==> config.mk <==
export PLATFORM = sky130hd
export DESIGN_NAME = relay_mux_sequencer
export DESIGN_NICKNAME = d
export VERILOG_FILES = /design/src/rtl/relay_mux_sequencer.sv
export SDC_FILE = /design/constraint.sdc
export NUM_CORES = 1
export LEC_CHECK = 0
export CAP_MARGIN = 5
export CORE_MARGIN = 8
export CORE_UTILIZATION = 54
export DETAILED_ROUTE_END_ITERATION = 8
export PLACE_DENSITY = 0.8
export SLEW_MARGIN = 20
export SYNTH_ARGS = -nofsm -noshare
export SYNTH_HDL_FRONTEND = slang
export SYNTH_SLANG_ARGS = --single-unit
==> constraint.sdc <==
create_clock -name clk -period 2.8 [get_ports clk]
set_input_delay 0.42 -clock clk [delete_from_list [all_inputs] [get_ports clk]]
set_output_delay 0.42 -clock clk [all_outputs]
set_load 0.05 [all_outputs]
==> src/rtl/relay_mux_sequencer.sv <==
// Break-before-make sequencer for N coil-driven relays sharing one analog node.
// Optional hold watchdog: define RELAY_SEQ_HOLD_WATCHDOG_EN.
module relay_mux_sequencer #(
  parameter int N             = 4,
  parameter int SEL_W         = 2,
  parameter int CNT_W         = 8,
  parameter int BREAK_CYCLES  = 8,
  parameter int SETTLE_CYCLES = 16,
  parameter int HOLD_MAX      = 200
) (
  input  logic             clk,
  input  logic             rst,
  input  logic             req_valid,
  output logic             req_ready,
  input  logic [SEL_W-1:0] req_sel,
  input  logic             req_open,
  output logic [N-1:0]     coil,
  output logic             active_valid,
  output logic [SEL_W-1:0] active_sel,
  output logic             busy,
  output logic             done,
  output logic             err,
  output logic             timeout
);

  typedef enum logic [2:0] {IDLE, BREAK, MAKE, SETTLE, DONE} state_t;

  localparam logic [SEL_W:0] NUM_CH = (SEL_W+1)'(N);
  localparam logic [N-1:0]   ONE    = N'(1);

  if (HOLD_MAX < 1 || BREAK_CYCLES < 1 || SETTLE_CYCLES < 1 ||
      BREAK_CYCLES >= (1 << CNT_W) || SETTLE_CYCLES >= (1 << CNT_W) ||
      (1 << SEL_W) < N) begin : g_cfg_check
    $error("relay_mux_sequencer: illegal parameter set");
  end

  state_t           state, state_n;
  logic [CNT_W-1:0] cnt, cnt_n;
  logic [SEL_W-1:0] sel_q, sel_n, asel_n;
  logic             open_q, open_n;
  logic [N-1:0]     coil_n;
  logic             av_n, busy_n, done_n, err_n, to_n;
  logic             accept, wd_fire;

  assign req_ready = (state == IDLE) && !rst;
  assign accept    = req_valid && req_ready;

`ifdef RELAY_SEQ_HOLD_WATCHDOG_EN
  localparam int HW = $clog2(HOLD_MAX + 1);
  logic [HW-1:0] hold_cnt;

  // An accept on the same edge wins over the watchdog.
  assign wd_fire = (state == IDLE) && !accept && (coil != '0) &&
                   (hold_cnt == HW'(HOLD_MAX - 1));

  always_ff @(posedge clk or posedge rst) begin
    if (rst)                                          hold_cnt <= '0;
    else if (accept || state != IDLE || coil == '0 || wd_fire) hold_cnt <= '0;
    else                                              hold_cnt <= hold_cnt + 1'b1;
  end
`else
  assign wd_fire = 1'b0;
`endif

  always_comb begin
    state_n = state;
    cnt_n   = cnt;
    sel_n   = sel_q;
    open_n  = open_q;
    coil_n  = coil;
    av_n    = active_valid;
    asel_n  = active_sel;
    busy_n  = busy;
    done_n  = 1'b0;
    err_n   = 1'b0;
    to_n    = 1'b0;
    unique case (state)
      IDLE: begin
        if (accept) begin
          sel_n  = req_sel;
          open_n = req_open;
          if (!req_open && {1'b0, req_sel} >= NUM_CH) begin
            err_n = 1'b1;
          end else if ((req_open && coil == '0) ||
                       (!req_open && active_valid && req_sel == active_sel)) begin
            // Nothing to switch: report completion straight away.
            state_n = DONE;
            busy_n  = 1'b1;
            done_n  = 1'b1;
          end else begin
            state_n = BREAK;
            cnt_n   = CNT_W'(BREAK_CYCLES - 1);
            coil_n  = '0;
            av_n    = 1'b0;
            busy_n  = 1'b1;
          end
        end else if (wd_fire) begin
          coil_n = '0;
          av_n   = 1'b0;
          to_n   = 1'b1;
        end
      end
      BREAK: begin
        if (cnt == '0) state_n = MAKE;
        else           cnt_n   = cnt - 1'b1;
      end
      MAKE: begin
        if (open_q) begin
          state_n = DONE;
          done_n  = 1'b1;
        end else begin
          coil_n  = ONE << sel_q;
          state_n = SETTLE;
          cnt_n   = CNT_W'(SETTLE_CYCLES - 1);
        end
      end
      SETTLE: begin
        if (cnt == '0) begin
          state_n = DONE;
          av_n    = 1'b1;
          asel_n  = sel_q;
          done_n  = 1'b1;
        end else begin
          cnt_n = cnt - 1'b1;
        end
      end
      DONE: begin
        state_n = IDLE;
        busy_n  = 1'b0;
      end
      default: state_n = IDLE;
    endcase
  end

  always_ff @(posedge clk or posedge rst) begin
    if (rst) begin
      state        <= IDLE;
      cnt          <= '0;
      sel_q        <= '0;
      open_q       <= 1'b0;
      coil         <= '0;
      active_valid <= 1'b0;
      active_sel   <= '0;
      busy         <= 1'b0;
      done         <= 1'b0;
      err          <= 1'b0;
      timeout      <= 1'b0;
    end else begin
      state        <= state_n;
      cnt          <= cnt_n;
      sel_q        <= sel_n;
      open_q       <= open_n;
      coil         <= coil_n;
      active_valid <= av_n;
      active_sel   <= asel_n;
      busy         <= busy_n;
      done         <= done_n;
      err          <= err_n;
      timeout      <= to_n;
    end
  end

endmodule

==> flow_summary_export.csv <==
group,metric,value,unit
outcome,status,"finished, final reports clean",
routing,first_iter_violations,85,
floorplanning,design.core.area,0.002455,mm^2
sta,setup_viol,0,
sta,slew_headroom,42.30,%
worst_setup_path,end_kind,"register",
routing,drtPass1Iterations,4,
finish,final_cell_area,0.001560,mm^2
yosys,synth_area_leaders,"dfrtp_1 (42%), mux2_1 (5.7%), mux2_2 (3.3%)",
yosys,syn_area,0.001383,mm^2
finish,multi_input_area,738.2,um^2
pwr,p_leak,0.6942,nW
floorplanning,rows,18,
finish,nets,153,
worst_setup_path,slowest_stage,"a221oi_2",
flow_run,maxCapViolCount,0,
worst_setup_path,critPathMaxStageDelay,540,ps
yosys,yosys.cell_types.count,48,
sta,drv_slew,0,
clock_network,numCtsBuffers,3,
routing,vias_per_cell,6.236,
finish,drive_above_1_share,13.89,%
pwr,power_density,972.2,mW/mm^2
worst_setup_path,worstPathRequired,3000,ps
place,gp_congestion,0.8833,
grt,grt_usage,14.01,%
finish,ff_latch_area,575.6,um^2
clock_network,ctsHoldBuffers,0,
sta,whs,539.9,ps
grt,grt_pass1_wl,4933,um
sta,fmax,464.4,MHz
floorplanning,die_x,66.60,um
sta,timing_hold_violations_final,0,
worst_setup_path,crit_chain,"inv_1 > ha_1 > nor4bb_4 > a221oi_2 > mux2_1 > a211o_1",
worst_setup_path,cp.arrival,2360,ps
clock_network,clk_pin_slew_worst_paths,140,ps
yosys,syn-instance-count,131,
routing,wl,3014,um
place,place_area,0.001533,mm^2
sta,min_period_over_period,76.91,%
sta,worstMarginPinSlew,864.5,ps
place,post-place-ws,625.0,ps
clock_network,cts_tree,"done",
sta,worst_slack,646.6,ps
yosys,ys_seq_elements,23,
sta,skew,12.32,ps
yosys,synthFlopType,"dfrtp_1",
yosys,synth_top_area_cell,"dfrtp_1",
floorplanning,start_util,56.32,%
grt,grt_start_max_net_pins,24,
grt,antenna_found_initial,0,
clock_network,post_cts_resized,0,
yosys,synthArstFlopShare,100.0,%
worst_setup_path,critPathLaunchType,"register",
floorplanning,boundaryPins,18,
finish,num_antenna_cells,0,
yosys,synth_edf_count,0,
clock_network,clock_latency,310,ps
finish,syn_to_final_growth,12.85,%
place,hpwl,2252,um
clock_network,clock_path_buffers,2,
worst_hold_path,hold_path_class,"reg -> reg",
yosys,synth_top_cell_area_share,41.63,%
yosys,ys_warn_count,0,
routing,vias,1085,
place,io_buffer_count,15,
worst_setup_path,worstSetupPathType,"reg -> reg",
worst_setup_path,crit_fanout,6,
clock_network,postCtsSetupBuffers,0,
clock_network,clock-sinks,23,
routing,ant_nets,0,
floorplanning,fp.dieArea,0.004436,mm^2
sta,period_needed,2153,ps
finish,fill_cells,211,
floorplanning,die_y,66.60,um
yosys,ys_seq_area_share,41.63,%
pwr,vdd_drop_max,0.6054,mV
clock_network,ctsRootBufferMaster,"clkbuf_4",
grt,first_global_vias,1019,
routing,wl_per_cell,17.32,um
yosys,syn_area_per_cell,10.55,um^2
sta,finalSetupTns,0,ps
worst_setup_path,rrSetupSlack,650,ps
sta,rsz0062_at_grt,"false",
clock_network,h-tree-depth,1,
routing,post-route-drc-count,0,
grt,overflow,0,
## worst paths after layout
path                                     start                  end  cells after the start
max                         cnt[0]$_DFFE_PP0P_   cnt[6]$_DFFE_PP0P_                      6
min in group asynchronous                  rst   open_q$_DFFE_PP0P_                      2
min                        coil[3]$_DFFE_PP0P_  coil[3]$_DFFE_PP0P_                      1
max in group asynchronous                  rst   cnt[0]$_DFFE_PP0P_                      2
max reg2reg                 cnt[0]$_DFFE_PP0P_   cnt[6]$_DFFE_PP0P_                      6
min reg2reg                coil[3]$_DFFE_PP0P_  coil[3]$_DFFE_PP0P_                      1
## report_power, final
part,switching (mW),leakage (nW),internal (mW)
Sequential,0.180,0.295,0.441
Clock,0.102,0.0177,0.0533
Combinational,0.428,0.382,0.312
## worst max-delay path: cells and delay by family, from the launching register on
family,cells,cell delay [ps]
AO/OA/AOI/OAI,2,770
AND/OR/NAND/NOR,1,170
buffers and inverters,1,90
adder cells (fa/ha/maj),1,240
flip-flops,1,410
multiplexers,1,370
## logic make-up (layout without fill, tap and decap cells)
kind of cell	Yosys count	count (layout)	share of synthesized area [%]
multiplexers	12	12	9.683
adder cells (fa/ha/maj)	2	2	1.810
XOR/XNOR	2	2	1.267
AND/OR/NAND/NOR	46	46	21.09
other	1	2	0.2712
flip-flops	23	23	41.63
buffers and inverters	15	27	5.249
AO/OA/AOI/OAI	30	30	19.01
## sequential cells by signal, indices dropped and copies added (netlist names)
register	count
state	3
cnt	8
done	1
active_sel	2
coil	4
active_valid	1
open_q	1
sel_q	2
busy	1
## cells in the final DEF (no fill, tap or decap), types with 2 or more instances in the layout
cell,count
nand2b_1,2
nand2_1,7
o211ai_1,5
a211o_1,2
a211oi_1,2
clkdlybuf4s50_1,14
and3_1,5
nor3_1,4
nor4_1,3
mux2_2,4
mux2_1,7
clkbuf_4,3
nor2_1,11
a221oi_2,2
dfrtp_1,23
inv_1,7
o21ai_0,4
xnor2_1,2
ha_1,2
buf_4,2
a21oi_1,4
o221ai_1,2
conb_1,2
## synthesized netlist by cell type (all sizes together), types with 2 or more instances
cell type  number
dfrtp          23
mux2           11
nor2           11
inv             7
nand2           7
o211ai          6
and3            5
buf             5
nor4            5
a21oi           4
nor3            4
o21ai           4
clkbuf          3
a211o           2
a211oi          2
a221oi          2
ha              2
nand2b          2
o221ai          2
xnor2           2
## final cells by class
| cell class | count | share of cell area (%) |
|---|---|---|
| Timing Repair Buffer | 16 | 9.944 |
| Sequential cell | 23 | 36.89 |
| Multi-Input combinational cell | 94 | 47.31 |
| Inverter | 7 | 1.684 |
| Clock inverter | 1 | 0.3208 |
| Clock buffer | 3 | 1.443 |
| Tap cell | 30 | 2.406 |
## through the flow
stage	cells	total power [mW]	utilization, %
after floorplan	132	1.171	-
after global placement	170	1.321	62.44
after detailed placement	170	1.356	62.44
after CTS	174	1.512	63.56
after global routing	174	1.621	63.56
final	174	1.517	63.56
## metal layers
layer	up-vias	global-route usage (%)	part of all wire (%)
met3	2	3.020	6.6
met2	47	22.82	49
met1	526	18.16	44
met4	0	3.733	0.56
met5	-	0	0
li1	510	-	-
(Power assumes the default switching activity.)
